==> src/rtl/hazard_pkg.sv <==
// ----------------------------------------------------------------------------
// hazard_pkg
// Shared definitions for the pipeline hazard controller:
//   - state_e      : controller states (IDLE, MDU_WAIT, MDU_RELEASE)
//   - REG_ZERO     : address of the hard-wired zero register
//   - wait_cnt_w() : width of the MDU wait counter for a given timeout
// ----------------------------------------------------------------------------
package hazard_pkg;

    typedef enum logic [1:0] {
        IDLE        = 2'd0,
        MDU_WAIT    = 2'd1,
        MDU_RELEASE = 2'd2
    } state_e;

    localparam int REG_ZERO = 0;

    // The wait counter must be able to hold the value MDU_TIMEOUT itself.
    function automatic int wait_cnt_w(input int timeout);
        return $clog2(timeout + 1);
    endfunction

endpackage

==> src/rtl/hazard_ctrl_sat_counter.sv <==
// ----------------------------------------------------------------------------
// sat_counter
// Saturating up-counter used for the stall/flush performance counters.
// Ports:
//   clk  in  clock
//   rst  in  synchronous active-high reset (clears the count)
//   inc  in  count enable for this cycle
//   cnt  out current count, sticks at all-ones
// ----------------------------------------------------------------------------
module sat_counter #(
    parameter int W = 32
) (
    input  logic         clk,
    input  logic         rst,
    input  logic         inc,
    output logic [W-1:0] cnt
);

    logic [W-1:0] cnt_q;
    logic [W-1:0] cnt_d;

    always_comb begin
        cnt_d = cnt_q;
        if (inc && (cnt_q != '1)) begin
            cnt_d = cnt_q + W'(1);
        end
    end

    always_ff @(posedge clk) begin
        if (rst) begin
            cnt_q <= '0;
        end else begin
            cnt_q <= cnt_d;
        end
    end

    assign cnt = cnt_q;

endmodule

==> src/rtl/hazard_ctrl.sv <==
// ----------------------------------------------------------------------------
// hazard_ctrl
// Pipeline hazard controller. Detects load-use hazards and taken branches
// resolved in EX, and sequences the multi-cycle MDU while its instruction is
// held in ID. Control outputs are Mealy (combinational from state + inputs)
// so the pipeline registers react in the same cycle.
// Ports:
//   clk, rst                      clock, synchronous active-high reset
//   id_rs_addr/id_rt_addr         ID source register addresses
//   id_rs_used/id_rt_used         ID instruction reads rs / rt
//   id_is_mdu                     ID instruction needs the MDU
//   ex_is_load, ex_wr_addr        EX load flag and destination register
//   ex_branch_taken               taken branch/jump resolved in EX
//   mdu_done                      MDU result-ready pulse
//   pc_hold, if_id_hold           front-end hold controls
//   if_id_flush, id_ex_flush      flush controls
//   id_ex_stall                   ID/EX loads a bubble
//   mdu_start                     single-cycle MDU launch pulse
//   mdu_err                       sticky MDU timeout flag
//   stall_cnt, flush_cnt          saturating performance counters
// ----------------------------------------------------------------------------
module hazard_ctrl
    import hazard_pkg::*;
#(
    parameter int REG_ADDR_W  = 5,
    parameter int MDU_TIMEOUT = 64,
    parameter int CNT_W       = 32
) (
    input  logic                  clk,
    input  logic                  rst,
    input  logic [REG_ADDR_W-1:0] id_rs_addr,
    input  logic [REG_ADDR_W-1:0] id_rt_addr,
    input  logic                  id_rs_used,
    input  logic                  id_rt_used,
    input  logic                  id_is_mdu,
    input  logic                  ex_is_load,
    input  logic [REG_ADDR_W-1:0] ex_wr_addr,
    input  logic                  ex_branch_taken,
    input  logic                  mdu_done,
    output logic                  pc_hold,
    output logic                  if_id_hold,
    output logic                  if_id_flush,
    output logic                  id_ex_stall,
    output logic                  id_ex_flush,
    output logic                  mdu_start,
    output logic                  mdu_err,
    output logic [CNT_W-1:0]      stall_cnt,
    output logic [CNT_W-1:0]      flush_cnt
);

    localparam int WCW = wait_cnt_w(MDU_TIMEOUT);

    state_e           state_q, state_d;
    logic [WCW-1:0]   wait_cnt_q, wait_cnt_d;
    logic             mdu_err_q, mdu_err_d;
    logic             load_use;
    logic             hold;

    assign load_use = ex_is_load
                    && (ex_wr_addr != REG_ADDR_W'(REG_ZERO))
                    && ((id_rs_used && (id_rs_addr == ex_wr_addr))
                     || (id_rt_used && (id_rt_addr == ex_wr_addr)));

    always_comb begin
        state_d     = state_q;
        wait_cnt_d  = wait_cnt_q;
        mdu_err_d   = mdu_err_q;
        hold        = 1'b0;
        if_id_flush = 1'b0;
        id_ex_flush = 1'b0;
        mdu_start   = 1'b0;

        case (state_q)
            IDLE: begin
                // Branch wins so a wrong-path MDU op is never launched.
                if (ex_branch_taken) begin
                    if_id_flush = 1'b1;
                    id_ex_flush = 1'b1;
                end else if (load_use) begin
                    hold = 1'b1;
                end else if (id_is_mdu) begin
                    hold       = 1'b1;
                    mdu_start  = 1'b1;
                    state_d    = MDU_WAIT;
                    wait_cnt_d = WCW'(1);
                end
            end
            MDU_WAIT: begin
                // EX only holds bubbles here, so branches cannot occur.
                hold = 1'b1;
                if (mdu_done) begin
                    state_d = MDU_RELEASE;
                end else if (wait_cnt_q == WCW'(MDU_TIMEOUT)) begin
                    mdu_err_d = 1'b1;
                    state_d   = MDU_RELEASE;
                end else begin
                    wait_cnt_d = wait_cnt_q + WCW'(1);
                end
            end
            MDU_RELEASE: begin
                // One clean cycle lets the MDU instruction advance to EX.
                state_d = IDLE;
            end
            default: begin
                state_d = IDLE;
            end
        endcase

        if (rst) begin
            hold        = 1'b0;
            if_id_flush = 1'b0;
            id_ex_flush = 1'b0;
            mdu_start   = 1'b0;
        end
    end

    assign pc_hold     = hold;
    assign if_id_hold  = hold;
    assign id_ex_stall = hold;
    assign mdu_err     = mdu_err_q;

    always_ff @(posedge clk) begin
        if (rst) begin
            state_q    <= IDLE;
            wait_cnt_q <= '0;
            mdu_err_q  <= 1'b0;
        end else begin
            state_q    <= state_d;
            wait_cnt_q <= wait_cnt_d;
            mdu_err_q  <= mdu_err_d;
        end
    end

    sat_counter #(.W(CNT_W)) u_stall_cnt (
        .clk (clk),
        .rst (rst),
        .inc (hold),
        .cnt (stall_cnt)
    );

    sat_counter #(.W(CNT_W)) u_flush_cnt (
        .clk (clk),
        .rst (rst),
        .inc (if_id_flush),
        .cnt (flush_cnt)
    );

endmodule

==> config.mk <==
export PLATFORM = sky130hd
export DESIGN_NAME = hazard_ctrl
export DESIGN_NICKNAME = d
export VERILOG_FILES = /design/src/rtl/hazard_pkg.sv /design/src/rtl/hazard_ctrl_sat_counter.sv /design/src/rtl/hazard_ctrl.sv
export SDC_FILE = /design/constraint.sdc
export NUM_CORES = 1
export LEC_CHECK = 0
export CORE_UTILIZATION = 35
export CTS_CLUSTER_DIAMETER = 50
export DETAILED_ROUTE_END_ITERATION = 7
export PLACE_DENSITY = 0.7
export SYNTH_ARGS = -nofsm -noshare
export SYNTH_HDL_FRONTEND = slang
export SYNTH_HIERARCHICAL = 1
export SYNTH_SLANG_ARGS = --single-unit
==> constraint.sdc <==
create_clock -name clk -period 6.55 [get_ports clk]
set_input_delay 1.31 -clock clk [delete_from_list [all_inputs] [get_ports clk]]
set_output_delay 1.31 -clock clk [all_outputs]
set_load 0.01 [all_outputs]
==> results.py, run 1 <==
metrics = {
    "critical_path": {
        "cp_num_buf_inv": 2,
        "cp.arrival_ps": 3680,
        "path_cells": "clkdlybuf4s50_1 -> xnor2_1 -> nand4_1 -> o22ai_1 -> nor2b_1 -> o31a_1 -> clkdlybuf4s50_1",
        "cp_common_cell": "clkdlybuf4s50_1",
        "critPathKind": "input port to primary output",
        "crit_fanout": 7,
        "crit_path_end_kind": "primary output",
        "startpoint_type": "input port",
        "cp_slowest_cell": "clkdlybuf4s50_1",
        "path_delay_family": "buffers and inverters",
        "slowest_delay_ps": 640,
        "reg2reg_slack_ps": 3390,
        "cp.required_ps": 5240,
    },
    "yosys": {
        "synth.net_count": 513,
        "synth.cell_area_um2": 4099,
        "synth_area_per_cell_um2": 8.434,
        "yosysWarnings": 6,
        "synth_ff_type": "dfxtp_1",
        "ys_ff_latch": 74,
        "postSynthCellCount": 486,
        "synth-seq-area-share_pct": 36.14,
        "synth_edf_count": 0,
        "synthArstFlopShare_pct": 0,
        "synthDistinctLibCells": 53,
    },
    "cts": {
        "cts.sinks": 74,
        "clk_path_buf_depth": 2,
        "cts_resized": 0,
        "insertion_delay_ps": 330,
        "htreeDepth": 3,
        "path_clk_slew_ps": 50,
        "cts_buffers": 9,
        "cts_root_buf": "clkbuf_16",
        "cts_tree": "done",
        "post_cts_buffers": 0,
        "hold_buffers": 0,
    },
    "die": {
        "start_util_pct": 35.90,
        "die_area_um2": 12150,
        "row_count": 39,
        "num_io_pins": 94,
        "coreArea_um2": 11420,
        "die_w_um": 110.2,
        "die_y_um": 110.2,
    },
    "cells_and_area": {
        "final_cell_mix": "clkdlybuf4s50_1, dfxtp_1, a21oi_1",
        "antenna_cells": 0,
        "seqCellArea_um2": 1481,
        "multi_input_area_um2": 2461,
        "areaGrowthSynthToFinish_pct": 30.49,
        "post_route_cells_drive_above_1_share_pct": 6.702,
        "final_nets": 592,
        "fill_cells": 1135,
        "final_common_cell": "clkdlybuf4s50_1",
    },
    "power_and_ir_drop": {
        "comb_power_share_pct": 6.6,
        "seq_power_share_pct": 48.3,
        "power_frac_clock_pct": 45.0,
        "switching_share_pct": 22.43,
        "internal-power_uw": 733.8,
        "p_switching_uw": 212.2,
        "power_density_nw_per_um2": 176.9,
        "ir_drop_v": 0.00009713,
        "p_leak_uw": 0.001577,
    },
    "placed_design": {
        "place.gp.congestion": 0.8800,
        "dp_hpwl_mm": 7.624,
        "io_buffers": 93,
    },
    "routing": {
        "post_drt_wl_per_cell_um": 15.22,
        "via_per_inst": 5.786,
        "dr_total_vias": 4108,
        "drt_first_pass_iters": 4,
        "drc_errors": 0,
        "first_iter_violations": 286,
        "ant_nets": 0,
        "wl_mm": 10.81,
    },
    "sta": {
        "fmax_mhz": 200.4,
        "tightest_slew_ps": 944.8,
        "fin_crit_sh_pct": 76.18,
        "slew_viol_final": 0,
        "timing.setup.tns_ps": 0,
        "holdWs_ps": 499.9,
        "period_needed_ps": 4990,
        "finClkSkew_ps": 7.676,
        "setup_viol": 0,
        "maxSlewHeadroom_pct": 36.49,
        "rsz0062_at_grt": "false",
        "hold_violations": 0,
    },
    "global_route": {
        "grt_max_degree": 59,
        "antenna_found_initial": 0,
        "grt_overflow": 0,
        "grt_pass1_wl_mm": 17.31,
        "grt_pass1_vias": 3642,
        "grt_usage_pct": 18.09,
    },
    "run_status": {
        "status": "finished clean",
    },
    "job": {
        "maxCapViolCount": 0,
    },
    "hold_path": {
        "hold_class": "flop to flop",
    },
}
[cell type report]
cell class	instances	share of cell area, %
Multi-Input combinational cell	376	46.01
Timing Repair Buffer	96	17.73
Tap cell	143	3.345
Inverter	8	0.5614
Sequential cell	74	27.70
Clock inverter	3	0.3743
Clock buffer	10	4.281
[routing by layer]
layer	GRT usage [%]	part of all wire, %
met5	0	0
met4	7.143	1.8
met3	4.350	3.7
met2	28.71	49
met1	23.59	46
[worst paths after layout]
path,cells after the start,endpoint,from
max,7,id_ex_stall,ex_wr_addr[2]
min,2,mdu_err$_SDFFE_PP0P_,mdu_err$_SDFFE_PP0P_
max reg2reg,7,u_flush_cnt/cnt[31]$_SDFFE_PP0P_,state_q[1]$_SDFFE_PP0P_
min reg2reg,2,mdu_err$_SDFFE_PP0P_,mdu_err$_SDFFE_PP0P_
[sequential cells by signal (all words and copies together), names as in the netlist]
register,count
u_flush_cnt/cnt,32
state_q,2
wait_cnt_q,7
u_stall_cnt/cnt,32
mdu_err,1
[kinds of logic (layout without fill, tap and decap cells)]
| logic type | Yosys count | after routing | share of synthesized area (%) |
|---|---|---|---|
| buffers and inverters | 36 | 117 | 4.121 |
| multiplexers | 6 | 6 | 1.587 |
| adder cells (fa/ha/maj) | 4 | 4 | 1.221 |
| flip-flops | 74 | 74 | 36.14 |
| XOR/XNOR | 24 | 24 | 5.128 |
| AO/OA/AOI/OAI | 122 | 122 | 19.96 |
| AND/OR/NAND/NOR | 220 | 220 | 31.84 |
[stage by stage]
step / util, % / instances / power (µW) / area, µm² / setup slack, ps
after floorplan: - / 486 / 501.8 / 4099 / 2637
after global placement: 44.66 / 697 / 528.2 / 5100 / 1590
after detailed placement: 44.66 / 697 / 529.8 / 5100 / 1561
after CTS: 46.84 / 710 / 961.8 / 5349 / 1544
after global routing: 46.84 / 710 / 984.7 / 5349 / 1422
final: 46.84 / 710 / 946.1 / 5349 / 1560
[power groups by stage]
stage | Clock [µW] | Sequential (µW) | Combinational [µW]
floorplan | 0 | 467 | 35.2
global placement | 0 | 467 | 61.6
detailed placement | 0 | 467 | 62.9
CTS | 442 | 457 | 63.3
global route | 458 | 457 | 68.8
finish | 426 | 457 | 62.8
[worst register-to-register path: cells and delay by family, from the launching register on]
family        cells  cell delay [ps]
simple gates      6             2320
flops             1              350
mux               1              380
[cells in the mapped netlist (7+ instances only)]
master    count  share of area (%)
a211oi_1      8                1.5
a21oi_1      48                5.9
and3_1        8                1.2
and4_1        8                1.7
clkbuf_1     17                1.6
dfxtp_1      74                 36
inv_1         8               0.73
nand2_1      27                2.5
nand3_1      27                3.3
nand4_1      22                3.4
nor2_1       34                3.1
nor3_1        7               0.85
nor4_1        9                1.4
o21ai_0      17                2.1
o31ai_1      26                4.8
or3_1        21                3.2
or4_1        25                4.6
xnor2_1      22                4.7
(Power assumes the default switching activity.)
==> run 2, diff against run 1 <==
==> constraint.sdc (replaced) <==
create_clock -name clk -period 5.05 [get_ports clk]
set_input_delay 1.01 -clock clk [delete_from_list [all_inputs] [get_ports clk]]
set_output_delay 1.01 -clock clk [all_outputs]
set_load 0.01 [all_outputs]
==> results.py, run 2 (synthesis results as in run 1) <==
metrics = {
    "critical_path": {
        "cp_common_cell": "clkdlybuf4s50_1",
        "path_delay_family": "buffers and inverters",
        "worstRegToRegCells": 7,
        "path_cells": "clkdlybuf4s50_1 -> xnor2_1 -> nand4_1 -> o22ai_1 -> nor2b_1 -> o31a_1 -> clkdlybuf4s50_1",
        "crit_path_end_kind": "primary output",
        "reg2reg_slack_ps": 1820,
        "r2r-end": "u_flush_cnt/cnt[31]$_SDFFE_PP0P_",
        "slowest_delay_ps": 620,
        "cp_slowest_cell": "clkdlybuf4s50_1",
        "critPathKind": "input port to primary output",
        "startpoint_type": "input port",
        "cp.arrival_ps": 3380,
        "cp_num_buf_inv": 2,
        "crit_fanout": 7,
        "r2r_start": "state_q[1]$_SDFFE_PP0P_",
        "cp.required_ps": 4040,
    },
    "cts": {
        "post_cts_buffers": 0,
        "hold_buffers": 0,
        "clk_path_buf_depth": 2,
        "cts.sinks": 74,
        "htreeDepth": 3,
        "insertion_delay_ps": 330,
        "path_clk_slew_ps": 60,
        "cts_resized": 0,
        "cts_root_buf": "clkbuf_16",
        "cts_tree": "done",
        "cts_buffers": 9,
    },
    "routing": {
        "drc_errors": 0,
        "ant_nets": 0,
        "dr_total_vias": 4140,
        "via_per_inst": 5.790,
        "first_iter_violations": 276,
        "drt_first_pass_iters": 5,
        "post_drt_wl_per_cell_um": 15.54,
        "wl_mm": 11.11,
    },
    "placed_design": {
        "place_area_um2": 5115,
        "dp_hpwl_mm": 7.625,
        "io_buffers": 93,
        "place.gp.congestion": 0.8542,
    },
    "hold_path": {
        "min_from": "mdu_err$_SDFFE_PP0P_",
        "hold_class": "flop to flop",
        "hold_path_end": "mdu_err$_SDFFE_PP0P_",
        "min_path_cells": 2,
    },
    "power_and_ir_drop": {
        "seq_power_share_pct": 43.4,
        "p_switching_uw": 300.9,
        "switching_share_pct": 22.06,
        "power_frac_clock_pct": 50.6,
        "ir_drop_v": 0.0001303,
        "comb_power_share_pct": 6.0,
        "p_leak_uw": 0.001622,
        "power_density_nw_per_um2": 251.0,
        "internal-power_uw": 1063,
    },
    "cells_and_area": {
        "areaGrowthSynthToFinish_pct": 32.57,
        "final_common_cell": "clkdlybuf4s50_1",
        "post_route_cells_drive_above_1_share_pct": 7.517,
        "antenna_cells": 0,
        "final_nets": 594,
        "final_cell_mix": "clkdlybuf4s50_1, dfxtp_1, a21oi_1",
        "final_area_um2": 5434,
    },
    "sta": {
        "setup_viol": 0,
        "slew_viol_final": 0,
        "tightest_slew_ps": 834.8,
        "hold_violations": 0,
        "rsz0062_at_grt": "false",
        "period_needed_ps": 4393,
        "finClkSkew_ps": 8.942,
        "fin_crit_sh_pct": 87.00,
        "timing.setup.tns_ps": 0,
        "fmax_mhz": 227.6,
        "maxSlewHeadroom_pct": 44.35,
    },
    "global_route": {
        "antenna_found_initial": 0,
        "grt_pass1_vias": 3771,
        "grt_pass1_wl_mm": 18.08,
        "grt_usage_pct": 18.69,
        "grt_overflow": 0,
        "grt_max_degree": 81,
    },
    "run_status": {
        "status": "finished clean",
    },
    "die": {
        "die_y_um": 110.2,
        "num_io_pins": 94,
        "coreArea_um2": 11420,
        "die_w_um": 110.2,
        "row_count": 39,
        "start_util_pct": 35.90,
        "die_area_um2": 12150,
    },
    "job": {
        "maxCapViolCount": 0,
    },
}
-- run 2: cell types whose count changed in the layout (fill, tap and decap cells not counted) --
cell	previous run	this run
inv_6	0	1
buf_4	3	5
bufinv_16	0	2
clkinv_4	0	1
clkinvlp_4	2	1
-- run 2: tightest hold or removal path: cells and delay by family (launching register included) --
kind,cells,cell delay (ps)
compound gates,1,50
flops,1,340
simple gates,1,70
-- run 2: layout make-up --
class,count,area [µm²]
sequential,74,1481
tap,143,178.9
multi-input combinational,376,2461
fill,1119,5984
clock inverter,6,90.09
inverter,8,30.03
timing repair buffer,98,963.4
clock buffer,10,229.0
-- run 2: layer usage --
| layer | global-route usage, % | part of all wire (%) | vias to the layer above |
|---|---|---|---|
| met5 | 0 | 0 | - |
| met4 | 6.203 | 1.5 | 0 |
| met3 | 4.233 | 4.7 | 14 |
| met2 | 29.73 | 47 | 110 |
| met1 | 24.95 | 46 | 1988 |
| li1 | - | - | 2028 |
-- run 2: worst max-delay path by stage --
| stage | startpoint | to | slack, ps | cells after the start |
|---|---|---|---|---|
| CTS | ex_wr_addr[2] | pc_hold | 610 | 7 |
| finish | ex_wr_addr[2] | id_ex_stall | 660 | 7 |
| floorplan | ex_wr_addr[1] | u_stall_cnt/cnt[31]$_SDFFE_PP0P_ | 1440 | 10 |
| global placement | ex_wr_addr[1] | id_ex_stall | 700 | 7 |
| detailed placement | ex_wr_addr[2] | id_ex_stall | 630 | 7 |
| global route | ex_wr_addr[2] | id_ex_stall | 490 | 7 |
-- run 2: per-stage QoR --
| step | setup slack (ps) | util (%) | hold slack [ps] | power [µW] | instances |
|---|---|---|---|---|---|
| after floorplan | 1437 | - | 479.6 | 650.9 | 486 |
| after global placement | 698.8 | 44.80 | 470.5 | 685.2 | 699 |
| after detailed placement | 633.4 | 44.80 | 468.3 | 687.9 | 699 |
| after CTS | 606.7 | 47.59 | 488.5 | 1377 | 715 |
| after global routing | 485.4 | 47.59 | 516.4 | 1413 | 715 |
| final | 656.5 | 47.59 | 483.4 | 1364 | 715 |
-- run 2: power groups by stage --
| stage | logic, µW | registers (µW) | clock network [µW] |
|---|---|---|---|
| 2_1_floorplan | 45.7 | 605 | 0 |
| 3_3_place_gp | 79.7 | 605 | 0 |
| 4_1_cts | 82.7 | 592 | 701 |
| 5_1_grt | 89.1 | 593 | 731 |
| 3_5_place_dp | 82.4 | 605 | 0 |
| 6_report | 81.9 | 592 | 690 |
==> run 3, diff against run 2 <==
--- a/config.mk
+++ b/config.mk
@@ -5,6 +5,7 @@
 export SDC_FILE = /design/constraint.sdc
 export NUM_CORES = 1
 export LEC_CHECK = 0
+export CORE_MARGIN = 8
 export CORE_UTILIZATION = 35
 export CTS_CLUSTER_DIAMETER = 50
 export DETAILED_ROUTE_END_ITERATION = 7
@@ -13,3 +14,4 @@
 export SYNTH_HDL_FRONTEND = slang
 export SYNTH_HIERARCHICAL = 1
 export SYNTH_SLANG_ARGS = --single-unit
+export TNS_END_PERCENT = 1
==> constraint.sdc (replaced) <==
create_clock -name clk -period 4.25 [get_ports clk]
set_input_delay 0.85 -clock clk [delete_from_list [all_inputs] [get_ports clk]]
set_output_delay 0.85 -clock clk [all_outputs]
set_load 0.01 [all_outputs]
==> results.py, run 3 (synthesis results as in run 1) <==
metrics = {
    "cells_and_area": {
        "antenna_cells": 0,
        "final_nets": 598,
        "post_route_cells_drive_above_1_share_pct": 7.652,
        "areaGrowthSynthToFinish_pct": 32.88,
        "fill_cells": 1122,
        "final_cell_mix": "clkdlybuf4s50_1, dfxtp_1, a21oi_1",
        "seqCellArea_um2": 1481,
        "final_common_cell": "clkdlybuf4s50_1",
        "multi_input_area_um2": 2461,
        "fin_util_pct": 47.70,
    },
    "die": {
        "die_y_um": 124.2,
        "row_count": 39,
        "die_w_um": 124.2,
        "die_area_um2": 15430,
        "start_util_pct": 35.90,
        "num_io_pins": 94,
        "coreArea_um2": 11420,
    },
    "sta": {
        "slew_viol_final": 0,
        "period_needed_ps": 3973,
        "maxSlewHeadroom_pct": 37.06,
        "tightest_slew_ps": 936.3,
        "timing.setup.tns_ps": 0,
        "finClkSkew_ps": 6.448,
        "setup_viol": 0,
        "fmax_mhz": 251.7,
        "hold_violations": 0,
        "rsz0062_at_grt": "false",
        "fin_crit_sh_pct": 93.49,
    },
    "routing": {
        "ant_nets": 0,
        "dr_total_vias": 4100,
        "first_iter_violations": 297,
        "via_per_inst": 5.710,
        "post_drt_wl_per_cell_um": 15.79,
        "drt_first_pass_iters": 6,
        "drc_errors": 0,
        "wl_mm": 11.34,
    },
    "critical_path": {
        "r2r_start": "u_flush_cnt/cnt[21]$_SDFFE_PP0P_",
        "critPathCapture": "id_ex_stall",
        "crit_start": "ex_wr_addr[1]",
        "reg2reg_slack_ps": 1330,
        "crit_path_end_kind": "primary output",
        "r2r-end": "u_flush_cnt/cnt[21]$_SDFFE_PP0P_",
        "worstRegToRegCells": 6,
        "cp.required_ps": 3400,
        "critPathKind": "input port to primary output",
        "crit_fanout": 7,
        "cp.arrival_ps": 3120,
        "startpoint_type": "input port",
    },
    "cts": {
        "hold_buffers": 0,
        "cts_tree": "done",
        "insertion_delay_ps": 330,
        "cts.sinks": 74,
        "clk_path_buf_depth": 2,
        "htreeDepth": 3,
        "cts_resized": 0,
        "path_clk_slew_ps": 50,
        "post_cts_buffers": 0,
        "cts_root_buf": "clkbuf_16",
        "cts_buffers": 9,
    },
    "placed_design": {
        "place.gp.congestion": 0.8229,
        "dp_hpwl_mm": 8.242,
        "io_buffers": 93,
    },
    "run_status": {
        "status": "finished clean",
    },
    "global_route": {
        "grt_pass1_wl_mm": 19.41,
        "grt_pass1_vias": 3957,
        "grt_overflow": 0,
        "antenna_found_initial": 0,
        "grt_usage_pct": 14.53,
        "grt_max_degree": 81,
    },
    "power_and_ir_drop": {
        "p_switching_uw": 329.9,
        "seq_power_share_pct": 44.3,
        "comb_power_share_pct": 6.2,
        "power_density_nw_per_um2": 291.7,
        "internal-power_uw": 1259,
        "ir_drop_v": 0.0001450,
        "power_frac_clock_pct": 49.5,
        "switching_share_pct": 20.77,
        "p_leak_uw": 0.001637,
    },
    "job": {
        "maxCapViolCount": 0,
    },
    "hold_path": {
        "hold_class": "flop to flop",
    },
}
[run 3: cell types whose count changed in the layout (fill, tap and decap cells not counted)]
cell and delta:
buf_4 +4, clkinvlp_4 -1, inv_6 -1, clkbuf_1 +2, clkinv_4 -1
[run 3: critical path, cell delays in order]
cell and delay (ps):
clkdlybuf4s50_1 530, xnor2_1 140, nand4_1 110, o22ai_1 250, nor2b_1 220, o31a_1 380, clkdlybuf4s50_1 630
[run 3: metal layers]
layer	GRT usage [%]	wire length [µm]	part of all wire (%)
met4	5.528	99	0.87
met2	24.84	5614	50
met5	0	0	0
met1	16.91	4978	44
met3	3.872	643	5.7
[run 3: worst min path at each step]
stage / from / end / slack (ps) / cells past startpoint
after global routing: u_stall_cnt/cnt[23]$_SDFFE_PP0P_ / u_stall_cnt/cnt[23]$_SDFFE_PP0P_ / 510 / 2
after detailed placement: mdu_err$_SDFFE_PP0P_ / mdu_err$_SDFFE_PP0P_ / 480 / 2
after floorplan: wait_cnt_q[6]$_SDFFE_PP0P_ / wait_cnt_q[6]$_SDFFE_PP0P_ / 480 / 2
after global placement: mdu_err$_SDFFE_PP0P_ / mdu_err$_SDFFE_PP0P_ / 460 / 2
final: mdu_err$_SDFFE_PP0P_ / mdu_err$_SDFFE_PP0P_ / 480 / 2
after CTS: mdu_err$_SDFFE_PP0P_ / mdu_err$_SDFFE_PP0P_ / 500 / 2
[run 3: layout make-up]
class / count / area share [%]
multi-input combinational: 376 / 45.19
sequential: 74 / 27.20
timing repair buffer: 102 / 18.24
clock inverter: 3 / 1.195
clock buffer: 12 / 4.342
tap: 143 / 3.285
inverter: 8 / 0.5513
[run 3: power groups by stage]
stage | registers, µW | logic (µW) | clock network, µW
2_1_floorplan | 719 | 54.3 | 0
3_3_place_gp | 719 | 97.6 | 0
3_5_place_dp | 719 | 98.9 | 0
4_1_cts | 704 | 99.4 | 812
5_1_grt | 705 | 108 | 839
6_report | 704 | 98.2 | 787
[run 3: per-stage QoR]
step	worst slack, ps	hold slack (ps)	instance area [µm²]	power [µW]	std cells
floorplan	797.2	479.6	4099	773.4	486
global placement	266.5	460.7	5145	816.3	703
detailed placement	107.2	480.2	5145	818.0	703
CTS	288.3	495.1	5446	1615	718
global route	151.6	508.3	5446	1652	718
finish	276.9	485.0	5446	1589	718
